--- config.mk ---
export PLATFORM = sky130hd
export DESIGN_NAME = dmem_arbiter
export DESIGN_NICKNAME = d
export VERILOG_FILES = /design/src/rtl/dmem_arbiter.sv
export SDC_FILE = /design/constraint.sdc
export NUM_CORES = 1
export LEC_CHECK = 0
export ABC_AREA = 1
export CAP_MARGIN = 20
export CORE_ASPECT_RATIO = 1.1
export CORE_MARGIN = 2
export CORE_UTILIZATION = 40
export CTS_CLUSTER_DIAMETER = 30
export DETAILED_ROUTE_END_ITERATION = 7
export PLACE_DENSITY = 0.84
export SYNTH_ARGS = -nofsm -noshare
export SYNTH_HDL_FRONTEND = slang
export SYNTH_SLANG_ARGS = --single-unit
--- constraint.sdc ---
create_clock -name clock_i -period 1.7 [get_ports clock_i]
set_clock_uncertainty 0.15 [all_clocks]
set_input_delay 0.34 -clock clock_i [delete_from_list [all_inputs] [get_ports clock_i]]
set_output_delay 0.34 -clock clock_i [all_outputs]
set_load 0.01 [all_outputs]
--- src/rtl/dmem_arbiter.sv ---
// dmem_arbiter -- shares one data-memory port between the two memory-stage
// lanes of a dual-issue pipeline. A bundle is captured in IDLE. Lane 0 is
// then serviced before lane 1, so same-address store/load pairs keep program
// order. The pipeline is stalled until every access of the bundle has been
// acknowledged.
//
// Ports
//   clock_i, reset_i          : clock, synchronous active-high reset
//   req0_i/req1_i             : lane request
//   we0_i/we1_i               : 1 = store, 0 = load
//   addr0_i/addr1_i           : byte address
//   wdata0_i/wdata1_i         : store data
//   be0_i/be1_i               : byte enables
//   mem_req_o ... mem_be_o    : shared memory port (fields zero when idle)
//   mem_ack_i, mem_rdata_i    : access completion and load data
//   rdata0_o/rdata1_o         : last load result per lane
//   stall_o                   : freeze memory stage and older stages
//   done_o                    : one-cycle pulse when the bundle completes
module dmem_arbiter #(
  parameter int ADDR_W = 32
) (
  input  logic              clock_i,
  input  logic              reset_i,
  input  logic              req0_i,
  input  logic              req1_i,
  input  logic              we0_i,
  input  logic              we1_i,
  input  logic [ADDR_W-1:0] addr0_i,
  input  logic [ADDR_W-1:0] addr1_i,
  input  logic [31:0]       wdata0_i,
  input  logic [31:0]       wdata1_i,
  input  logic [3:0]        be0_i,
  input  logic [3:0]        be1_i,
  output logic              mem_req_o,
  output logic              mem_we_o,
  output logic [ADDR_W-1:0] mem_addr_o,
  output logic [31:0]       mem_wdata_o,
  output logic [3:0]        mem_be_o,
  input  logic              mem_ack_i,
  input  logic [31:0]       mem_rdata_i,
  output logic [31:0]       rdata0_o,
  output logic [31:0]       rdata1_o,
  output logic              stall_o,
  output logic              done_o
);

  typedef enum logic [1:0] {IDLE, L0, L1, DONE} state_t;

  state_t state, state_next;

  // Lane 0's request only chooses the first state out of IDLE, so lane 1's
  // request is the only one that has to be kept.
  logic              req1_q;
  logic              we0_q, we1_q;
  logic [ADDR_W-1:0] addr0_q, addr1_q;
  logic [31:0]       wdata0_q, wdata1_q;
  logic [3:0]        be0_q, be1_q;

  logic bundle_start;
  assign bundle_start = (state == IDLE) && (req0_i || req1_i);

  // NOTE: registers use non-blocking assignments so every flop samples
  // pre-edge values, independent of block ordering.
  always_ff @(posedge clock_i) begin
    if (reset_i) state <= IDLE;
    else         state <= state_next;
  end

  // NOTE: every output of this block gets a default first; a path that
  // skips an assignment would otherwise infer a latch.
  always_comb begin
    state_next = state;
    case (state)
      IDLE: if (req0_i || req1_i) state_next = req0_i ? L0 : L1;
      L0:   if (mem_ack_i) state_next = req1_q ? L1 : DONE;
      L1:   if (mem_ack_i) state_next = DONE;
      DONE: state_next = IDLE;
      default: state_next = IDLE;
    endcase
  end

  // Memory port is decoded from registered state only; fields are forced to
  // zero whenever no access is in flight.
  always_comb begin
    mem_req_o   = 1'b0;
    mem_we_o    = 1'b0;
    mem_addr_o  = '0;
    mem_wdata_o = '0;
    mem_be_o    = '0;
    case (state)
      L0: begin
        mem_req_o   = 1'b1;
        mem_we_o    = we0_q;
        mem_addr_o  = addr0_q;
        mem_wdata_o = wdata0_q;
        mem_be_o    = be0_q;
      end
      L1: begin
        mem_req_o   = 1'b1;
        mem_we_o    = we1_q;
        mem_addr_o  = addr1_q;
        mem_wdata_o = wdata1_q;
        mem_be_o    = be1_q;
      end
      default: ;
    endcase
  end

  // Stall is raised in the sampling cycle itself so the pipeline never
  // advances past a bundle that has not been accepted.
  assign stall_o = bundle_start || (state == L0) || (state == L1);
  assign done_o  = (state == DONE);

  always_ff @(posedge clock_i) begin
    if (reset_i) begin
      req1_q   <= 1'b0;
      we0_q    <= 1'b0;
      we1_q    <= 1'b0;
      addr0_q  <= '0;
      addr1_q  <= '0;
      wdata0_q <= '0;
      wdata1_q <= '0;
      be0_q    <= '0;
      be1_q    <= '0;
      rdata0_o <= '0;
      rdata1_o <= '0;
    end else begin
      if (bundle_start) begin
        req1_q   <= req1_i;
        we0_q    <= we0_i;
        we1_q    <= we1_i;
        addr0_q  <= addr0_i;
        addr1_q  <= addr1_i;
        wdata0_q <= wdata0_i;
        wdata1_q <= wdata1_i;
        be0_q    <= be0_i;
        be1_q    <= be1_i;
      end
      // Load results land only on the acknowledging cycle of their own lane.
      if ((state == L0) && mem_ack_i && !we0_q) rdata0_o <= mem_rdata_i;
      if ((state == L1) && mem_ack_i && !we1_q) rdata1_o <= mem_rdata_i;
    end
  end

endmodule

==> flow_summary.json, run 1 <==
{
  "place_area_sq_um": 12100,
  "period_share_pct": 140,
  "grt_overflow": 0,
  "initial_utilization_pct": 40.6,
  "synth_edf_count": 0,
  "clock_tree.root_cell": "clkbuf_16",
  "cts_tree": "done",
  "cts_made_buffers": 42,
  "ir_drop_mv": 1.25,
  "antenna_found_initial": 0,
  "via_count": 9778,
  "path_class": "flip-flop to primary output",
  "routed_wl_mm": 36.1,
  "drc_errors": 0,
  "place_inst": 1688,
  "fp.dieH_um": 155,
  "maxCapViolCount": 0,
  "synth.most_common_cell": "nor2_1",
  "ant_nets": 0,
  "synth_top_cells_by_area": "dfxtp_1 (49%), nor2_1 (18%), o21ai_0 (10%)",
  "htree_levels": 2,
  "drv_slew": 0,
  "cp_max_fo": 7,
  "synthArstFlopShare_pct": 0,
  "setup_slack_ps": -677,
  "register_area_sq_um": 4110,
  "fillCellCount": 1374,
  "critPathLaunchType": "flip-flop",
  "timing.fmax_mhz": 421,
  "cp.required_ps": 1210,
  "io_pins": 311,
  "rsz0062_at_grt": "yes",
  "final_cells": 1816,
  "setup_violations": 138,
  "fp.coreArea_sq_um": 20400,
  "grt_start_max_net_pins": 52,
  "total_power_mw": 29.0,
  "p_leak_nw": 6.61,
  "grt_pass1_wl_mm": 51.2,
  "min_path_cells": 3,
  "dieArea_sq_um": 21900,
  "nNetsFinal": 1706,
  "worstReg2RegStart": "state[0]",
  "seq_area_frac_synth_pct": 49.4,
  "synth_area_per_cell_sq_um": 7.23,
  "io_buffer_count": 310,
  "dp_hpwl_mm": 18.5,
  "min_from": "wdata0_i[15]",
  "tightest_slew_ps": 302,
  "synth_area_leader_cell": "dfxtp_1",
  "startpoint": "state[0]",
  "clk_transition_reported_paths_ps": 50,
  "yosysTopAreaCellShare_pct": 49.4,
  "vias_per_cell": 5.38,
  "wl_per_cell_um": 19.9,
  "critPathArrivalTime_ps": 1890,
  "yosys_warnings": 0,
  "synthToLayoutAreaGrowth_pct": 80.7,
  "ys_ff_latch": 205,
  "die_w_um": 141,
  "clkLatencyLatePin_ps": 520,
  "powerDensity_nw_per_um2": 1940,
  "grt_usage_pct": 29.4,
  "fin_area_sq_um": 15000,
  "relSlewSlack_pct": 79.8,
  "synth_area_sq_um": 8300,
  "drt_iter0_markers": 596,
  "cts_buffer_depth": 3,
  "synth_cell_types": 20,
  "gp_congestion": 0.858,
  "timing.hold.ws_ps": 283,
  "dr.pass1.iters": 5,
  "synth_nets": 1328,
  "violations": "negative setup slack",
  "fp-row-count": 55,
  "r2r_slack_ps": -300,
  "grt_pass1_vias": 9656,
  "syn-instance-count": 1148,
  "rr_worst_depth": 11,
  "cp-end-kind": "primary output",
  "n_antenna_cell": 0,
  "clkSinkCount": 205,
  "period_minus_slack_ps": 2380,
  "multi_input_area_sq_um": 4610,
  "drive_gt1_share_pct": 30.7,
  "synth_flop_cell": "dfxtp_1",
  "yosys-top-cells-count": "nor2_1 (394), dfxtp_1 (205), o21ai_0 (172), nand2_1 (149), a21oi_1 (70)",
  "outcome": "complete, but fails checks",
  "worstHoldPathType": "input port to flip-flop",
  "hold_viol": 0
}
power breakdown:
group,internal [mW],switching (mW)
clock,5.39,2.74
sequential,6.33,1.04
combinational,6.04,7.51
cell families after synthesis:
| family | share of synthesized area [%] |
|---|---|
| flops | 49.4 |
| fa+ha+maj | 0.754 |
| simple gates | 26.3 |
| compound gates | 16.8 |
| buf+inv | 6.77 |
repair_timing:
item,CTS,global route
endpoints found under the setup margin,177,216
gates cloned,19,10
buffers inserted,22,6
pin swaps,15,57
endpoints found under the hold margin,0,0
hold buffers,0,0
gates resized for setup,519,187
layer usage:
layer | vias up | global-route usage, % | wire length [um]
met1 | 4576 | 33.4 | 13100
li1 | 4466 | - | -
met5 | - | 0 | 0
met2 | 589 | 50.2 | 17500
met3 | 147 | 9.39 | 3630
met4 | 0 | 13.8 | 1830
stage by stage:
stage / setup slack [ps] / utilization, % / setup TNS [ps]
3_5_place_dp: -540 / 59.1 / -84980
2_1_floorplan: -20.0 / - / -799
5_1_grt: -730 / 73.4 / -66070
4_1_cts: -665 / 69.8 / -48370
6_report: -677 / 73.4 / -57080
3_3_place_gp: -522 / 59.1 / -76500
cell type report:
type	instances	share of cell area, %
multi-input combinational	846	30.7
timing repair buffer	420	29.7
sequential	205	27.4
clock buffer	54	7.91
tap	256	2.13
clock inverter	24	1.55
inverter	10	0.467
timing repair inverter	1	0.0500
path summary, 6_finish.rpt:
check	endpoint
setup / recovery	mem_addr_o[26]
hold / removal	wdata0_q[15]
setup reg to reg	rdata0_o[8]
hold reg to reg	be0_q[3]
state kept, by name (all words and copies together) (netlist names):
name      count
addr1_q      32
state         2
rdata0_o     32
be0_q         4
rdata1_o     32
req1_q        1
we0_q         1
we1_q         1
be1_q         4
addr0_q      32
wdata1_q     32
wdata0_q     32
cell usage in the layout (no fill, tap or decap), types with 38 or more instances in the layout:
cell type        Yosys  routed
nand2_1            149      92
a21oi_2              0      53
o21ai_0            172     131
buf_4               12      38
clkbuf_16            0      52
dfxtp_1            205     203
clkdlybuf4s50_1      0     174
nor2_2              21      55
dlygate4sd2_1        0      61
buf_2               21      58
o21ai_1             33      70
nor2_1             394     336
critical path, cell delays in order (launching register included):
cell and delay (ps):
dfxtp_4 370, buf_12 100, ha_4 200, buf_12 140, clkbuf_16 170, nand2_1 90, a21oi_2 150, buf_2 140
Note: power is estimated with default switching activity, not from simulation.
==> run 2, diff against run 1 <==
--- a/config.mk
+++ b/config.mk
@@ -9,8 +9,10 @@
 export CAP_MARGIN = 20
+export CELL_PAD_IN_SITES_DETAIL_PLACEMENT = 0
+export CELL_PAD_IN_SITES_GLOBAL_PLACEMENT = 1
 export CORE_ASPECT_RATIO = 1.1
 export CORE_MARGIN = 2
-export CORE_UTILIZATION = 40
+export CORE_UTILIZATION = 28
 export CTS_CLUSTER_DIAMETER = 30
 export DETAILED_ROUTE_END_ITERATION = 7
-export PLACE_DENSITY = 0.84
+export PLACE_DENSITY = 0.85
 export SYNTH_ARGS = -nofsm -noshare
==> constraint.sdc (replaced) <==
create_clock -name clock_i -period 1.7 [get_ports clock_i]
set_clock_uncertainty 0.15 [all_clocks]
set_input_delay 0.425 -clock clock_i [delete_from_list [all_inputs] [get_ports clock_i]]
set_output_delay 0.425 -clock clock_i [all_outputs]
set_load 0.01 [all_outputs]
==> flow_summary.json, run 2 (synthesis results as in run 1) <==
{
  "grt_pass1_wl_mm": 48.0,
  "drc_errors": 0,
  "htree_levels": 2,
  "critPathArrivalTime_ps": 1920,
  "synthToLayoutAreaGrowth_pct": 86.4,
  "setup_violations": 125,
  "final_cells": 1948,
  "place_area_sq_um": 12200,
  "grt_overflow": 0,
  "grt_usage_pct": 19.3,
  "tightest_slew_ps": 337,
  "grt_start_max_net_pins": 68,
  "top_layer": "met4",
  "wl_met2_mm": 16.7,
  "via_count": 9296,
  "timing.hold.ws_ps": 331,
  "drv_slew": 0,
  "min_path_cells": 2,
  "finish.utilization_pct": 52.6,
  "routed_wl_mm": 34.5,
  "rr_worst_depth": 10,
  "dp_hpwl_mm": 20.1,
  "dr.pass1.iters": 5,
  "fp.dieH_um": 185,
  "fp-row-count": 66,
  "clk_transition_reported_paths_ps": 50,
  "postCtsHoldBufs": 0,
  "r2r_slack_ps": -210,
  "initial_utilization_pct": 28.2,
  "critPathLaunchType": "flip-flop",
  "antenna_found_initial": 2,
  "cts_made_buffers": 49,
  "drt_iter0_markers": 526,
  "clkLatencyLatePin_ps": 520,
  "vias_per_cell": 4.77,
  "grt_pass1_vias": 9026,
  "fp.coreArea_sq_um": 29400,
  "cts_buffer_depth": 3,
  "dieArea_sq_um": 31000,
  "cp.required_ps": 1120,
  "outcome": "complete, but fails checks",
  "period_share_pct": 147,
  "io_buffer_count": 310,
  "relSlewSlack_pct": 77.4,
  "mostFrequentLayoutCell": "nor2_1",
  "wl_met1_mm": 14.2,
  "maxCapViolCount": 0,
  "ir_drop_mv": 0.893,
  "gp_congestion": 0.825,
  "drive_gt1_share_pct": 34.4,
  "worstHoldPathType": "flip-flop to flip-flop",
  "powerDensity_nw_per_um2": 1970,
  "fin_area_sq_um": 15500,
  "violations": "negative setup slack",
  "clock_tree.root_cell": "clkbuf_16",
  "nNetsFinal": 1711,
  "setup_slack_ps": -794,
  "cp_max_fo": 13,
  "io_pins": 311,
  "place_inst": 1798,
  "period_minus_slack_ps": 2490,
  "die_w_um": 168,
  "cts_tree": "done",
  "wl_met3_mm": 2.70,
  "clkSinkCount": 205,
  "timing.fmax_mhz": 401,
  "rsz0062_at_grt": "yes",
  "p_leak_nw": 6.51,
  "path_class": "flip-flop to primary output",
  "hold_viol": 0,
  "layout_common_cells": "nor2_1 (352), dfxtp_1 (202), clkdlybuf4s50_1 (174), o21ai_0 (135), nand2_1 (79)",
  "cp-end-kind": "primary output",
  "ant_nets": 0,
  "wl_per_cell_um": 17.7
}
## run 2: cell types whose count changed in the layout (fill, tap and decap cells not counted), moves of 7 or more
cell and change:
nand2_1 -13, nor2_4 -13, dlygate4sd2_1 -61, clkinvlp_4 +7
clkdlybuf4s15_2 +31, clkbuf_2 +11, buf_6 +7, clkbuf_16 +16
nor2_1 +16, nand2_2 +16
## run 2: metrics by stage
step	worst slack (ps)	total power, mW	TNS, ps
floorplan	-30.7	12.9	-1490
global placement	-618	16.6	-121120
detailed placement	-644	16.7	-128510
CTS	-786	27.8	-60870
global route	-851	32.2	-64520
finish	-794	30.5	-54340
## run 2: area by class of cell
class                           count  area (sq um)
Clock buffer                       58          1340
Fill cell                        2694         13900
Multi-Input combinational cell    846          4550
Antenna cell                        2          5.00
Tap cell                          374           468
Timing Repair Buffer              419          4580
Clock inverter                     34           335
Sequential cell                   205          4110
Inverter                           10          75.1
## run 2: worst paths after layout
kind                                   from         endpoint
worst max-delay path               state[0]  mem_wdata_o[27]
worst min-delay path            wdata1_q[1]      wdata1_q[1]
worst max register to register     state[0]      rdata0_o[8]
worst min register to register  wdata1_q[1]      wdata1_q[1]
## run 2: power by group
group          internal (mW)  total, mW  switching, mW
logic                   6.43       13.9           7.47
registers               6.33       7.31          0.978
clock network           6.28       9.33           3.06
## run 2: what timing repair did
item                       in CTS  in global routing
setup endpoints to repair     319                327
pin swaps                      32                 45
gates resized for setup       556                258
cloned                          6                 20
setup buffers                  17                 17
## run 2: layer usage
metal  vias up  GRT usage (%)
met3        76           6.59
met5         -              0
met4         0           6.07
met2       356           32.7
met1      4388           23.0
li1       4476              -
## run 2: worst max-delay path, stage by stage (launching register included)
cell and delay [ps]:
dfxtp_4 360, inv_4 50, ha_4 300, clkinv_8 100, buf_12 170, buf_6 120
a21oi_2 120, buf_2 160
